## src/rtl/ex_writeback_regfile_pkg.sv

```systemverilog
// rtl/ex_writeback_regfile_pkg.sv - shared widths and enable levels for the writeback/regfile slice
package ex_writeback_regfile_pkg;

   localparam int   REG_BUS_W    = 32;
   localparam int   REG_ADDR_W   = 5;
   localparam logic WRITE_ENABLE = 1'b1;
   localparam logic READ_ENABLE  = 1'b1;

endpackage

```

## src/rtl/ex_writeback_regfile_gpr_array.sv

```systemverilog
// rtl/ex_writeback_regfile_gpr_array.sv - GPR storage: one write port, two raw read ports
module ex_writeback_regfile_gpr_array
   import ex_writeback_regfile_pkg::*;
#(
   parameter int DATA_W = REG_BUS_W,
   parameter int ADDR_W = REG_ADDR_W
) (
   input  logic              clk,
   input  logic              rst,
   input  logic              we,
   input  logic [ADDR_W-1:0] waddr,
   input  logic [DATA_W-1:0] wdata,
   input  logic [ADDR_W-1:0] raddr1,
   output logic [DATA_W-1:0] rdata1,
   input  logic [ADDR_W-1:0] raddr2,
   output logic [DATA_W-1:0] rdata2
);

   localparam int NREGS = 1 << ADDR_W;

   logic [DATA_W-1:0] regs [NREGS];

   // Register 0 is never written so it stays at its reset value of zero.
   always_ff @(posedge clk or posedge rst) begin
      if (rst) begin
         for (int i = 0; i < NREGS; i++) begin
            regs[i] <= '0;
         end
      end else if (we == WRITE_ENABLE && waddr != '0) begin
         regs[waddr] <= wdata;
      end
   end

   assign rdata1 = regs[raddr1];
   assign rdata2 = regs[raddr2];

endmodule

```

## src/rtl/ex_writeback_regfile.sv

```systemverilog
// rtl/ex_writeback_regfile.sv - EX/MEM and MEM/WB result latches, GPR retire and forwarding read ports
module ex_writeback_regfile
   import ex_writeback_regfile_pkg::*;
#(
   parameter int DATA_W = REG_BUS_W,
   parameter int ADDR_W = REG_ADDR_W,
   parameter int FWD_EX = 1
) (
   input  logic              clk,
   input  logic              rst,
   input  logic              stall_i,
   input  logic [ADDR_W-1:0] ex_wd_i,
   input  logic              ex_wreg_i,
   input  logic [DATA_W-1:0] ex_wdata_i,
   input  logic              re1_i,
   input  logic [ADDR_W-1:0] raddr1_i,
   output logic [DATA_W-1:0] rdata1_o,
   input  logic              re2_i,
   input  logic [ADDR_W-1:0] raddr2_i,
   output logic [DATA_W-1:0] rdata2_o,
   output logic              wb_wreg_o,
   output logic [ADDR_W-1:0] wb_wd_o,
   output logic [DATA_W-1:0] wb_wdata_o
);

   logic              exmem_wreg;
   logic [ADDR_W-1:0] exmem_wd;
   logic [DATA_W-1:0] exmem_wdata;
   logic              memwb_wreg;
   logic [ADDR_W-1:0] memwb_wd;
   logic [DATA_W-1:0] memwb_wdata;
   logic              retire;

   always_ff @(posedge clk or posedge rst) begin
      if (rst) begin
         exmem_wreg  <= 1'b0;
         exmem_wd    <= '0;
         exmem_wdata <= '0;
         memwb_wreg  <= 1'b0;
         memwb_wd    <= '0;
         memwb_wdata <= '0;
      end else if (!stall_i) begin
         exmem_wreg  <= ex_wreg_i;
         exmem_wd    <= ex_wd_i;
         exmem_wdata <= ex_wdata_i;
         memwb_wreg  <= exmem_wreg;
         memwb_wd    <= exmem_wd;
         memwb_wdata <= exmem_wdata;
      end
   end

   // A held MEM/WB entry keeps rewriting the same value during a stall, which is harmless.
   assign retire     = (memwb_wreg == WRITE_ENABLE) && (memwb_wd != '0);
   assign wb_wreg_o  = retire;
   assign wb_wd_o    = memwb_wd;
   assign wb_wdata_o = memwb_wdata;

   logic [1:0]        re;
   logic [ADDR_W-1:0] raddr [2];
   logic [DATA_W-1:0] raw   [2];
   logic [DATA_W-1:0] rdata [2];

   assign re       = {re2_i, re1_i};
   assign raddr[0] = raddr1_i;
   assign raddr[1] = raddr2_i;

   ex_writeback_regfile_gpr_array #(
      .DATA_W (DATA_W),
      .ADDR_W (ADDR_W)
   ) u_gpr_array (
      .clk    (clk),
      .rst    (rst),
      .we     (retire),
      .waddr  (memwb_wd),
      .wdata  (memwb_wdata),
      .raddr1 (raddr[0]),
      .rdata1 (raw[0]),
      .raddr2 (raddr[1]),
      .rdata2 (raw[1])
   );

   // Checked youngest-first so the most recent producer of a register always wins.
   always_comb begin
      for (int p = 0; p < 2; p++) begin
         rdata[p] = raw[p];
         if (rst || re[p] != READ_ENABLE || raddr[p] == '0) begin
            rdata[p] = '0;
         end else if (FWD_EX != 0 && ex_wreg_i == WRITE_ENABLE && ex_wd_i == raddr[p]) begin
            rdata[p] = ex_wdata_i;
         end else if (exmem_wreg == WRITE_ENABLE && exmem_wd == raddr[p]) begin
            rdata[p] = exmem_wdata;
         end else if (memwb_wreg == WRITE_ENABLE && memwb_wd == raddr[p]) begin
            rdata[p] = memwb_wdata;
         end
      end
   end

   assign rdata1_o = rdata[0];
   assign rdata2_o = rdata[1];

endmodule

```

## config.mk

```make
export PLATFORM = sky130hd
export DESIGN_NAME = ex_writeback_regfile
export DESIGN_NICKNAME = d
export VERILOG_FILES = /design/src/rtl/ex_writeback_regfile_pkg.sv /design/src/rtl/ex_writeback_regfile_gpr_array.sv /design/src/rtl/ex_writeback_regfile.sv
export SDC_FILE = /design/constraint.sdc
export NUM_CORES = 2
export LEC_CHECK = 0
export ABC_CLOCK_PERIOD_IN_PS = 36800
export BUFFER_PORTS_ARGS = -buffer_cell sky130_fd_sc_hd__buf_2
export CORE_ASPECT_RATIO = 0.7
export CORE_MARGIN = 2
export CORE_UTILIZATION = 64
export DETAILED_ROUTE_END_ITERATION = 8
export GPL_ROUTABILITY_DRIVEN = 0
export PLACE_DENSITY = 0.79
export SKIP_LAST_GASP = 1
export SLEW_MARGIN = 20
export SYNTH_ARGS = -nofsm -noshare
export SYNTH_HDL_FRONTEND = slang
export SYNTH_HIERARCHICAL = 1
export SYNTH_SLANG_ARGS = --single-unit
```

## constraint.sdc

```tcl
create_clock -name clk -period 36.8 [get_ports clk]
set_input_delay 5.52 -clock clk [delete_from_list [all_inputs] [get_ports clk]]
set_output_delay 5.52 -clock clk [all_outputs]
set_load 0.005 [all_outputs]
```

Word-level counts from Yosys, hierarchy flattened
Cells that the tools add are included.
- flip-flop bits (word level): 1100
- input bits: 53
- logic and storage cells: 86
- output and inout bits: 102
- bitwise operators: 5
- reduce and logical (&&, ||, !) cells: 16
- mux-type cells: 17
- magnitude comparators: 4
- equality and inequality tests: 6
- operators with widths (cell ; number):
    bitwise mux 1024 bit ; 1
    2-to-1 mux 32 bit ; 13
    binary-select mux 32 bit (select 5 bit) ; 2
    demux 32 bit (select 5 bit) ; 1
    equality test 5 bit ; 6
    >= comparator 6 bit (second input constant) ; 3
    NOT 5 -> 6 bit ; 3
    zero test 5 bit ; 2
    logical AND 1 bit ; 9
    < comparator 6 x 1 -> 1 bit (second input constant) ; 1
    nonzero test 5 bit ; 1
    logical OR 1 bit ; 4
    NOT 1 bit ; 2

Longest topological paths before layout
- depth after elaboration: 8
- mapped depth: 10
- gate-level depth less buffers: 7

By module
Netlist, hierarchy kept.
- by module, submodules not included (module ; instances ; area each (sq um) ; cells an instance ; seq. area each (sq um)):
    ex_writeback_regfile_gpr_array ; 1 ; 55939.9 ; 4602 ; 25624.6
    ex_writeback_regfile ; 1 ; 5779.3 ; 515 ; 1901.8

Least setup slack after synthesis
Ideal clock, no wire load.
- path kind: input to output
- start: input rst
- end: output rdata2_o[23]
- buffers on the path: 2
- data required time: 31.280 ns
- slack: 23.094 ns
- arrival: 8.186 ns
- stages: 6
- cell sequence: inv_1 o311a_4 buf_6 clkbuf_8 nand2_1 o221ai_2
- longest elaborated chain between the ends: 3
- RTL lines (item ; line ; text):
    from (decl) ; ex_writeback_regfile.sv:10 ; input logic rst,
    logical OR 1 bit (2 in a row) ; ex_writeback_regfile.sv:86 ; if (rst || re[p] != READ_ENABLE || raddr[p] == '0) begin
    2-to-1 mux 32 bit ; ex_writeback_regfile.sv:86 ;
    to (decl) ; ex_writeback_regfile.sv:20 ; output logic [DATA_W-1:0] rdata2_o,
No other way between the ends.

==> metrics.txt <==
IO Pins 155; Worst Hold Class flop to flop; largest family of logic cells by synthesized area multiplexers; Final ANT Viol Nets 0; YS warnings 6; # clock sinks 1,100; Max IR drop VDD 55.08 uV; post-route minimum period 15.75 ns; Port Buffers 154; Static Leakage 0.03136 uW; fmax 0.06348 GHz; gr ovfl total 0; Core Area 95,800 um2; pre-CTS setup slack 21.20 ns; final setup violation count 0; row count 95; Setup WS post-layout 21.05 ns; Post-Synth Adder-Cell Area 0; Synth Net Count 5,170; Routed WL 193.1 mm; final hold vios 0; CTS tree done; NumNets Final 5,002; Worst-Margin Slew 1.164 ns; MaxCap Viol Count 0; #FFs+latches synth 1,100; # fillers 6,887; via count 45,170; post-CTS repair timing setup buffer count 0; area of the mapped netlist 61,720 um2; clk slew on worst S/H paths 0.06 ns; largest net degree at the start of global routing 182; power density cells 68.98 nW/um2; die area 98,980 um2; footprint of the multi-input gates 31,370 um2; Synth Area in XOR/XNOR 0.004257; Storage cell area 27,550 um2; crit path max fanout 114; root buffer cell clkbuf_16; hold buffers post-CTS 0; first-pass GRT wire length 288.2 mm; initial antenna violation count 3; share of cells above drive strength 1 0.3143; clk buf depth 3; RSZ-0062 raised after global routing no; post-synthesis mux area share 0.3713; max_slew headroom 0.2243; Slew Limit Fails 0; Post-Synthesis Cells 5,117; CP arrival 10.23 ns; top sig layer met5; Initial Utilization 0.6442; CP Capture Type output port; Startpoint Class input pin; Distinct cells, synth 43; Chip Width 375.2 um; fin crit share 0.4281; post-synthesis sequential area ratio 0.4460; post-synthesis compound-gate area fraction 0.07772; Simple-Gate Fraction of Synth Area 0.05269; Iteration-0 DRC Markers 5,759; htree depth 3; Vias/cell 7.176; diode count 0; DRT Pass-1 Iters 6; metal3 WL 22.24 mm; TritonCTS Buffers 105; final core occ 0.6871; post-detail-place hpwl 103.2 mm; average wire per standard cell 30.68 um; Syn-to-layout area delta 6.661%; wire length on met1 77.76 mm; status complete, no violations; post-CTS sizing 0; mean post-synth cell area 12.06 um2; DRC errors left 0; WS Path Type input pin to output port; Overall Power 4541 uW; vias in the first global route 44,770; skew final 0.01949 ns; Setup TNS 0 ns; GRT Total Usage 0.3854; Crit path required time 31.28 ns; Die H 263.8 um; met2 WL 82.71 mm; worst-skew pair later-pin latency 0.72 ns
==> kinds of logic after synthesis <==
group	after synthesis
xor+xnor	30
buf+inv	531
simple gates	657
mux	2156
flops	1100
compound gates	643
==> area by class of cell <==
type | instances | area share
clock buffer | 149 | 0.04704
clock inverter | 42 | 0.009123
inverter | 2 | 0.0002661
multi-input combinational | 3486 | 0.4766
sequential | 1100 | 0.4184
tap | 1261 | 0.02397
timing repair buffer | 254 | 0.02458
==> where the power goes <==
group	total [uW]	internal [uW]	leakage [uW]	switching, uW
sequential	2150	1710	0.0142	440
combinational	1220	683	0.0154	540
clock	1170	683	0.00181	485
==> cell usage after synthesis <==
cell | number | area, um2
dfrtp_1 | 1100 | 27530
mux2i_1 | 1088 | 10890
mux2_2 | 1030 | 11600
nand2_1 | 274 | 1028
clkbuf_1 | 230 | 863.3
nand3_1 | 196 | 980.9
a21oi_1 | 192 | 960.9
a22oi_1 | 192 | 1441
buf_2 | 132 | 660.6
a22o_1 | 128 | 1121
buf_4 | 72 | 540.5
buf_6 | 66 | 743.2
nor3_1 | 65 | 325.3
a31oi_1 | 64 | 400.4
nand4_1 | 64 | 400.4
o221ai_2 | 42 | 630.6
mux2_1 | 38 | 427.9
buf_1 | 25 | 93.84
xor2_1 | 24 | 210.2
o221ai_1 | 22 | 192.7
nor2_4 | 16 | 180.2
xnor2_1 | 6 | 52.55
clkbuf_8 | 4 | 55.05
nand2b_1 | 4 | 25.02
nand3b_1 | 4 | 30.03
nor2b_1 | 4 | 25.02
nor4_1 | 4 | 25.02
and3_1 | 3 | 18.77
nor2_1 | 3 | 11.26
nor3b_2 | 3 | 37.54
or2_2 | 3 | 18.77
and2_1 | 2 | 12.51
inv_1 | 2 | 7.510
nand3_2 | 2 | 20.02
nand3b_4 | 2 | 40.04
nor4_2 | 2 | 25.02
o311a_4 | 2 | 42.54
or3_1 | 2 | 12.51
and3b_1 | 1 | 8.760
nor3b_1 | 1 | 7.510
o21a_1 | 1 | 7.510
or3b_4 | 1 | 11.26
or4_1 | 1 | 7.510
==> critical path, stage by stage <==
cell and delay (ns):
buf_8 0.43, buf_4 0.91, buf_12 0.66, buf_4 0.73, mux2i_1 0.27, a22o_1 0.16, nor3_1 0.05, a31oi_1 0.22
nand3_1 0.22, mux2i_1 0.43, o221ai_1 0.18, buf_2 0.17
==> sequential cells by signal (all words and copies together), names as in the netlist <==
name	cells
wb_wd_o	5
exmem_wreg	1
memwb_wreg	1
exmem_wd	5
u_gpr_array/regs	1024
exmem_wdata	32
wb_wdata_o	32
==> final timing paths <==
kind / slack (ns) / endpoint / cells past startpoint / startpoint
min in group asynchronous: 4.94 / exmem_wdata[24] / 2 / rst
hold / removal: 0.40 / u_gpr_array/regs[992] / 0 / u_gpr_array/regs[992]
hold reg to reg: 0.40 / u_gpr_array/regs[992] / 0 / u_gpr_array/regs[992]
setup reg to reg: 33.18 / u_gpr_array/regs[432] / 6 / wb_wd_o[2]
max in group asynchronous: 27.60 / u_gpr_array/regs[712] / 6 / rst
setup / recovery: 21.05 / rdata1_o[23] / 12 / raddr1_i[1]
==> placed cells by master, fill, tap and decap left out, types with 38 or more instances in the layout <==
master	count
clkbuf_16	108
nand4_1	64
a21oi_1	192
a22o_1	128
mux2_2	1030
a22oi_1	192
o221ai_2	42
buf_2	151
dfrtp_1	1084
mux2_1	38
mux2i_1	1088
nand2_1	257
nand3_1	194
a31oi_1	64
nor3_1	65
buf_4	93
==> metrics by stage <==
stage                     hold WS, ns  instance area (um2)  std cells
after floorplan                0.4488                61720       5117
after global placement         0.3835                62100       6103
after detailed placement       0.3876                62100       6103
after CTS                      0.4008                65800       6294
after global routing           0.4090                65830       6294
final                          0.4007                65830       6294
==> metal layers <==
metal / vias up / global-route usage
met5: - / 0
met4: 4 / 0.1834
met3: 661 / 0.09837
met2: 2795 / 0.5644
met1: 23080 / 0.5383
li1: 18630 / -
Note: power is estimated with default switching activity, not from simulation.
